[src/rtl/two_digit_seg7_display.sv]
// Two-digit multiplexed 7-segment display fed by an 8-bit binary count.
// Optional macro LEADING_ZERO_BLANK_EN darkens the tens digit when it is a leading zero.
`timescale 1ns/1ps

module two_digit_seg7_display #(
  parameter int REFRESH_DIV = 100000
) (
  input  logic       clk,
  input  logic       reset,
  input  logic [7:0] value,
  output logic [7:0] an,
  output logic [6:0] seg,
  output logic       dp,
  output logic [3:0] bcd_tens,
  output logic [3:0] bcd_ones,
  output logic       ovf,
  output logic       conv_done
);

  localparam int CNT_W = $clog2(REFRESH_DIV);
  localparam logic [CNT_W-1:0] CNT_LAST = CNT_W'(REFRESH_DIV - 1);

  typedef enum logic [1:0] {
    S_IDLE,
    S_CONV,
    S_LOAD
  } state_t;

  state_t           state;
  logic [7:0]       shreg;
  logic [11:0]      bcd;
  logic [2:0]       bit_cnt;
  logic [CNT_W-1:0] scan_cnt;
  logic             sel;

  logic [7:0]       bcd_adj;
  logic             load_now;
  logic             hundreds_set;
  logic             ovf_next;
  logic [3:0]       tens_next;
  logic [3:0]       ones_next;
  logic             scan_wrap;
  logic             sel_next;
  logic [3:0]       digit_next;
  logic [7:0]       an_next;
  logic [6:0]       seg_next;

  function automatic logic [6:0] decode(input logic [3:0] d);
    case (d)
      4'd0:    decode = 7'b1000000;
      4'd1:    decode = 7'b1111001;
      4'd2:    decode = 7'b0100100;
      4'd3:    decode = 7'b0110000;
      4'd4:    decode = 7'b0011001;
      4'd5:    decode = 7'b0010010;
      4'd6:    decode = 7'b0000010;
      4'd7:    decode = 7'b1111000;
      4'd8:    decode = 7'b0000000;
      4'd9:    decode = 7'b0010000;
      default: decode = 7'h7F;
    endcase
  endfunction

  // Add-3 correction for tens/ones; hundreds never reaches 5 for an 8-bit input.
  genvar gi;
  generate
    for (gi = 0; gi < 2; gi++) begin : g_adj
      assign bcd_adj[4*gi +: 4] = (bcd[4*gi +: 4] >= 4'd5) ? bcd[4*gi +: 4] + 4'd3
                                                          : bcd[4*gi +: 4];
    end
  endgenerate

  assign load_now     = (state == S_LOAD);
  assign hundreds_set = (bcd[11:8] != 4'd0);
  assign ovf_next     = load_now ? hundreds_set : ovf;
  assign tens_next    = (load_now && !hundreds_set) ? bcd[7:4] : bcd_tens;
  assign ones_next    = (load_now && !hundreds_set) ? bcd[3:0] : bcd_ones;

  assign scan_wrap    = (scan_cnt == CNT_LAST);
  assign sel_next     = scan_wrap ? ~sel : sel;

  // Display is driven from next-state digit/select so a wrap coinciding with a load shows the new value.
  always_comb begin
    digit_next = sel_next ? tens_next : ones_next;
    an_next    = sel_next ? 8'b1111_1101 : 8'b1111_1110;
    seg_next   = ovf_next ? 7'b0111111 : decode(digit_next);
`ifdef LEADING_ZERO_BLANK_EN
    if (sel_next && !ovf_next && (tens_next == 4'd0)) begin
      an_next  = 8'hFF;
      seg_next = 7'h7F;
    end
`endif
  end

  assign dp = 1'b1;

  always_ff @(posedge clk or negedge reset) begin
    if (!reset) begin
      state     <= S_IDLE;
      shreg     <= '0;
      bcd       <= '0;
      bit_cnt   <= '0;
      bcd_tens  <= '0;
      bcd_ones  <= '0;
      ovf       <= 1'b0;
      conv_done <= 1'b0;
      scan_cnt  <= '0;
      sel       <= 1'b0;
      an        <= 8'hFF;
      seg       <= 7'h7F;
    end else begin
      conv_done <= 1'b0;
      case (state)
        S_IDLE: begin
          shreg   <= value;
          bcd     <= '0;
          bit_cnt <= '0;
          state   <= S_CONV;
        end
        S_CONV: begin
          bcd     <= {bcd[10:8], bcd_adj, shreg[7]};
          shreg   <= {shreg[6:0], 1'b0};
          bit_cnt <= bit_cnt + 3'd1;
          if (bit_cnt == 3'd7) begin
            state <= S_LOAD;
          end
        end
        S_LOAD: begin
          ovf       <= ovf_next;
          bcd_tens  <= tens_next;
          bcd_ones  <= ones_next;
          conv_done <= 1'b1;
          state     <= S_IDLE;
        end
        default: state <= S_IDLE;
      endcase

      scan_cnt <= scan_wrap ? '0 : scan_cnt + 1'b1;
      sel      <= sel_next;
      an       <= an_next;
      seg      <= seg_next;
    end
  end

endmodule
[config.mk]
export PLATFORM = sky130hd
export DESIGN_NAME = two_digit_seg7_display
export DESIGN_NICKNAME = d
export VERILOG_FILES = /design/src/rtl/two_digit_seg7_display.sv
export SDC_FILE = /design/constraint.sdc
export NUM_CORES = 1
export LEC_CHECK = 0
export ABC_AREA = 1
export ABC_CLOCK_PERIOD_IN_PS = 3400
export CORE_UTILIZATION = 50
export CTS_CLUSTER_DIAMETER = 30
export DETAILED_ROUTE_END_ITERATION = 12
export HOLD_SLACK_MARGIN = 0.02
export PLACE_DENSITY = 0.78
export REMOVE_ABC_BUFFERS = 1
export SYNTH_ARGS = -nofsm -noshare
export SYNTH_HDL_FRONTEND = slang
export SYNTH_SLANG_ARGS = --single-unit
export TNS_END_PERCENT = 10
[constraint.sdc]
create_clock -name clk -period 3.4 [get_ports clk]
set_input_delay 0.85 -clock clk [delete_from_list [all_inputs] [get_ports clk]]
set_output_delay 0.85 -clock clk [all_outputs]
set_load 0.005 [all_outputs]
==> results of run 1 <==
[placed cells by master, fill, tap and decap left out, drive strengths merged, types with 3 or more instances in the layout]
| master | netlist | layout |
|---|---|---|
| nand4 | 8 | 8 |
| nand2 | 64 | 64 |
| buf | 9 | 3 |
| dfrtp | 53 | 53 |
| xor2 | 6 | 6 |
| inv | 62 | 62 |
| clkbuf | 4 | 11 |
| conb | 1 | 7 |
| clkdlybuf4s50 | 0 | 27 |
| nor3 | 5 | 5 |
| o21ai | 42 | 42 |
| ha | 13 | 13 |
| nand3 | 38 | 38 |
| dfstp | 9 | 9 |
| nor2 | 30 | 30 |
| o22ai | 6 | 6 |
| a21oi | 8 | 8 |
[layer usage]
layer  global-route usage [%]  share of wire [%]
met5                        0                  0
met4                    8.307                1.8
met3                    5.666                4.1
met2                    30.70                 45
met1                    25.79                 49
[sequential cells by signal, indices dropped and copies added (netlist names)]
name and cells:
scan_cnt 17, an 2, bcd_tens 4, shreg 8, sel 1, bcd 12, seg 7, state 2
bcd_ones 4, conv_done 1, ovf 1, bit_cnt 3
[stage by stage]
stage | hold slack [ns] | utilization [%] | instances | setup WS [ns]
5_1_grt | 0.5324 | 59.90 | 483 | 0.6993
6_report | 0.4934 | 59.90 | 483 | 1.004
3_5_place_dp | 0.4749 | 56.75 | 467 | 1.014
2_1_floorplan | 0.4466 | - | 360 | 1.329
4_1_cts | 0.4949 | 59.90 | 483 | 1.009
3_3_place_gp | 0.4678 | 56.75 | 467 | 1.108
[logic make-up after synthesis]
logic type | after synthesis | synth area share (%)
AOI/OAI and AO/OA | 61 | 10.76
xor gates and xnor gates | 6 | 1.603
adders and majority gates | 13 | 4.962
buffers and inverters | 75 | 9.656
DFF | 62 | 47.67
other | 1 | 0.1144
and+or+nand+nor | 149 | 25.23
[worst paths after layout]
kind                               start      endpoint  slack [ns]  cells after the start
worst max-delay path            state[1]        seg[5]        1.00                     11
worst min-delay path            shreg[2]      shreg[2]        0.49                      2
worst max register to register  state[1]        seg[5]        1.00                     11
worst min register to register  shreg[2]      shreg[2]        0.49                      2
max in group asynchronous          reset        seg[3]        2.05                      2
min in group asynchronous          reset  scan_cnt[12]        0.57                      1
[final cells by class]
| cell class | count | area, µm² | share of cell area, % |
|---|---|---|---|
| flip-flops and latches | 62 | 1563 | 41.09 |
| clock inverters | 5 | 58.81 | 1.546 |
| well taps | 77 | 96.34 | 2.533 |
| clock buffers | 11 | 141.4 | 3.717 |
| repair buffers | 30 | 290.3 | 7.632 |
| multi-input cells | 236 | 1421 | 37.37 |
| inverters | 62 | 232.7 | 6.118 |
[worst max-delay path, stage by stage (launching register included)]
cell and delay [ns]:
dfrtp_1 0.59, inv_2 0.25, nor2_4 0.19, nand3_4 0.19, o21ai_1 0.22, nand3_1 0.11
nand2_2 0.16, inv_1 0.10, ha_1 0.19, nand3b_1 0.14, nand3_1 0.08, nand3_1 0.06
[power by group through the flow]
stage	logic (mW)	clock network [mW]	registers, mW
floorplan	0.601	0	1.00
global placement	0.915	0	1.01
detailed placement	0.938	0	1.01
CTS	0.943	0.663	1.00
global route	1.07	0.693	1.02
finish	0.944	0.651	1.00
==> flow_summary_export.csv, run 1 <==
group,metric,value,unit
route,drt_wl_total,6147,µm
clock_tree,cts_tree,"yes",
sta,rsz0062_at_grt,"false",
worst_setup_path,critPathKind,"register to register",
floorplan,core,6350,µm²
worst_setup_path,end_kind,"register",
power_and_ir_drop,p_per_area,682.2,nW/µm²
worst_setup_path,cp_max_fo,22,
clock_tree,clkSinkCount,62,
global_routing,grt_pass1_wl,10860,µm
worst_setup_path,startpoint_type,"register",
logic_synthesis,synth_top_area_share,40.46,%
logic_synthesis,ys_async_sr_fraction,100.0,%
logic_synthesis,synth_ff_type,"dfrtp_1",
layout,nNetsFinal,424,
worst_setup_path,required,3.65,ns
sta,setup_viol,0,
clock_tree,cts_hold_buf,0,
floorplan,die_h,82.97,µm
sta,finalMaxSlewViolations,0,
sta,tns,0,ns
clock_tree,clockBufferDepth,2,
power_and_ir_drop,leakage,1.805,nW
clock_tree,clkTransAtPathRegs,0.07,ns
sta,fmaxAchievable,417.3,MHz
layout,final_area,3804,µm²
sta,tightest_slew,0.7498,ns
floorplan,die_area,6884,µm²
worst_setup_path,critical_path_arrival,2.65,ns
layout,antenna_cells,0,
layout,fill_cells,527,
floorplan,rows,29,
global_routing,grt_pass1_vias,2435,
power_and_ir_drop,p_int,1.688,mW
power_and_ir_drop,comb_power_share,36.4,%
place,dp.final_hpwl,4496,µm
global_routing,antenna_found_initial,0,
route,drt_first_pass_iters,4,
logic_synthesis,synth-seq-cells,62,
sta,clock_skew,0.009474,ns
power_and_ir_drop,power.switching,0.9073,mW
logic_synthesis,yosysTopAreaCell,"dfrtp_1",
power_and_ir_drop,seqPwrFrac,38.5,%
route,vias,2471,
route,wl_per_cell,12.73,µm
power_and_ir_drop,switching_share,34.96,%
run,drv_cap,0,
logic_synthesis,synth_common_cells,"dfrtp_1, inv_1, nand2_1, nand3_1, o21ai_0",
floorplan,die_w,82.97,µm
layout,area_growth,16.03,%
sta,max_slew_margin,50.02,%
global_routing,overflow,0,
place,gp_congestion,0.8650,
clock_tree,ctsResizeCount,0,
sta,finalHoldViolations,0,
route,drtIter0Drc,102,
place,portBuffers,28,
logic_synthesis,synthCells,367,
logic_synthesis,yosys.cell_types.count,38,
clock_tree,insertion_delay,0.34,ns
place,place_area,3603,µm²
logic_synthesis,netlist_area,3278,µm²
route,drc,0,
logic_synthesis,ys_seq_area_share,47.67,%
floorplan,start_util,51.63,%
logic_synthesis,yosysMostFrequentCell,"dfrtp_1",
worst_hold_path,hold_path_class,"register to register",
clock_tree,cts_made_buffers,9,
power_and_ir_drop,power,2.595,mW
logic_synthesis,synth_edf_count,0,
clock_tree,post_cts.repair.setup_buffers,0,
power_and_ir_drop,p_clk_share,25.1,%
sta,period_share,70.47,%
outcome,status,"complete, no violations",
floorplan,ios,36,
sta,fin_crit,2.396,ns
global_routing,grt_use_total,19.71,%
logic_synthesis,synth_area_leaders,"dfrtp_1, dfstp_2, inv_1",
logic_synthesis,yosys_warnings,0,
power_and_ir_drop,peakVddDrop,0.5334,mV
route,avgViaCountPerCell,5.116,
clock_tree,cts_max_level,3,
layout,drive_above_1_share,16.26,%
route,postRouteAntennaNets,0,
logic_synthesis,avgSynthCellArea,8.932,µm²
clock_tree,cts-root-buf,"clkbuf_8",
global_routing,grt_start_max_net_pins,36,
Power figures use the tool's default switching activity.
==> run 2, diff against run 1 <==
--- a/config.mk
+++ b/config.mk
@@ -6,12 +6,12 @@
 export NUM_CORES = 1
 export LEC_CHECK = 0
 export ABC_AREA = 1
-export ABC_CLOCK_PERIOD_IN_PS = 3400
+export ABC_CLOCK_PERIOD_IN_PS = 2200
 export CORE_UTILIZATION = 50
 export CTS_CLUSTER_DIAMETER = 30
 export DETAILED_ROUTE_END_ITERATION = 12
 export HOLD_SLACK_MARGIN = 0.02
-export PLACE_DENSITY = 0.78
+export PLACE_DENSITY = 0.81
 export REMOVE_ABC_BUFFERS = 1
 export SYNTH_ARGS = -nofsm -noshare
 export SYNTH_HDL_FRONTEND = slang
==> constraint.sdc (replaced) <==
create_clock -name clk -period 2.2 [get_ports clk]
set_input_delay 0.55 -clock clk [delete_from_list [all_inputs] [get_ports clk]]
set_output_delay 0.55 -clock clk [all_outputs]
set_load 0.005 [all_outputs]
==> run 2 against run 1 <==
  * Via count grew 4.6%
  * First-iteration DRC count grew 13%
  * Clock skew shrank 0.0037 ns
  * Critical path type unchanged
  * Highest routed layer unchanged
  * Design area is 3.3% higher
  * Global-route usage rose by 1.4 points
  * Wire length is 7.8% higher
  * Fmax increased by 17%
  * Worst setup slack worse by 0.85 ns
==> flow_summary_export.csv, run 2 (synthesis gave the netlist of run 1 again) <==
group,metric,value,unit
outcome,status,"complete, no violations",
route,drt_wl_total,6626,µm
layout,drive_above_1_share,20.14,%
layout,final_area,3930,µm²
worst_setup_path,critPathKind,"register to register",
sta,max_slew_margin,50.34,%
clock_tree,clockBufferDepth,2,
layout,largest_reg_flops,17,
place,pre_cts_ws,0.01205,ns
worst_setup_path,crit_slowest_cell,"dfrtp_1",
clock_tree,cts-root-buf,"clkbuf_8",
power_and_ir_drop,p_per_area,1054,nW/µm²
sta,clock_skew,0.005747,ns
worst_setup_path,critPathMostFrequentCell,"nand3_1",
place,dp.final_hpwl,4832,µm
sta,tightest_slew,0.7448,ns
place,portBuffers,28,
worst_setup_path,ff2ff_path_depth,12,
worst_setup_path,startpoint_type,"register",
clock_tree,clkSinkCount,62,
worst_setup_path,timing.critical_path.buf_inv,0,
clock_tree,cts_tree,"yes",
floorplan,die_h,82.97,µm
worst_setup_path,crit_path_max_incr_delay,0.36,ns
sta,finalHoldViolations,0,
layout,regMostFlops,"scan_cnt",
worst_setup_path,worstSetupStartpoint,"scan_cnt[1]",
global_routing,overflow,0,
route,vias,2585,
worst_setup_path,end_kind,"register",
global_routing,antenna_found_initial,0,
place,gp_congestion,0.8729,
sta,period_share,93.07,%
sta,setup_ws,0.1524,ns
clock_tree,cts_max_level,3,
sta,setup_viol,0,
route,postRouteAntennaNets,0,
route,drc,0,
floorplan,ios,36,
floorplan,rows,29,
worst_hold_path,hold_path_class,"input port to async pin",
worst_setup_path,reg2reg_setup_slack,0.15,ns
clock_tree,cts_made_buffers,9,
worst_setup_path,cp.depth,12,
route,wl_per_cell,13.41,µm
run,drv_cap,0,
layout,final_common_cell,"dfrtp_1",
floorplan,start_util,51.63,%
clock_tree,clkTransAtPathRegs,0.07,ns
global_routing,grt_start_max_net_pins,36,
power_and_ir_drop,peakVddDrop,0.8549,mV
route,avgViaCountPerCell,5.233,
layout,mostFrequentLayoutCells,"dfrtp_1, nand2_1, inv_1, nand3_1, o21ai_0",
power_and_ir_drop,leakage,1.877,nW
worst_setup_path,cp_max_fo,7,
clock_tree,insertion_delay,0.34,ns
route,drtIter0Drc,115,
place,place_area,3671,µm²
worst_setup_path,path_delay_family,"simple AND/OR/NAND/NOR gates",
global_routing,grt_use_total,21.10,%
layout,nNetsFinal,436,
layout,top_regs,"scan_cnt (17), bcd (12), shreg (8)",
layout,area_growth,19.89,%
worst_setup_path,r2r-start,"scan_cnt[1]",
floorplan,core,6350,µm²
route,drt_first_pass_iters,4,
worst_setup_path,required,2.44,ns
sta,finalMaxSlewViolations,0,
floorplan,die_w,82.97,µm
layout,antenna_cells,0,
layout,post-route-util,61.89,%
global_routing,grt_pass1_vias,2519,
sta,fmaxAchievable,488.4,MHz
power_and_ir_drop,power,4.142,mW
floorplan,die_area,6884,µm²
global_routing,grt_pass1_wl,11500,µm
sta,fin_crit,2.048,ns
worst_setup_path,crit_chain,"ha_2, nand3_2, nor2_4, nand3_4, nand2_4, nand2_8, nand2_1, o21ai_4, ha_1, nand3_1, nand3_1, nand3_1",
worst_setup_path,critical_path_arrival,2.29,ns
==> run 2: power by group <==
group          total (mW)  leakage, nW  switching, mW  internal (mW)
Clock                1.05        0.104          0.446          0.608
Combinational        1.54        0.993          0.862          0.678
Sequential           1.55        0.780          0.139           1.41
==> run 2: timing repair <==
item	in CTS	in global routing
hold buffers	0	0
resized for setup	1	8
hold endpoints to repair	0	0
pin swaps	0	3
endpoints found under the setup margin	1	6
buffers inserted	0	3
==> run 2: path summary, 6_finish.rpt <==
path / to
worst min register to register: shreg[5]
worst min-delay path: scan_cnt[13]
worst max-delay path: seg[3]
max in group asynchronous: bcd[10]
min in group clk: shreg[5]
worst max register to register: seg[3]
==> run 2: final cells by class <==
type	instances	area, µm²
Clock buffer	12	165.2
Inverter	62	232.7
Fill cell	515	2420
Timing Repair Buffer	42	380.4
Multi-Input combinational cell	236	1450
Sequential cell	62	1563
Tap cell	77	96.34
Clock inverter	3	42.54
==> run 2: worst register-to-register path: stages (launching register included) <==
cell     delay [ns]
dfrtp_1        0.36
ha_2           0.20
nand3_2        0.14
nor2_4         0.17
nand3_4        0.13
nand2_4        0.13
nand2_8        0.08
nand2_1        0.11
o21ai_4        0.09
ha_1           0.28
nand3_1        0.10
nand3_1        0.10
nand3_1        0.08
==> run 2: routing by layer <==
layer / GRT usage (%) / vias up / wire length, µm
li1: - / 1269 / -
met1: 26.30 / 1237 / 2946
met2: 35.10 / 69 / 3286
met3: 7.157 / 10 / 315
met4: 5.643 / 0 / 77
met5: 0 / - / 0
==> run 2: stage by stage <==
step / std cells / hold slack, ns / TNS, ns
after detailed placement: 476 / 0.4782 / 0
after floorplan: 360 / 0.2544 / 0
after global placement: 476 / 0.4615 / 0
after global routing: 494 / 0.3073 / -0.01514
final: 494 / 0.2680 / 0
after CTS: 491 / 0.2843 / 0
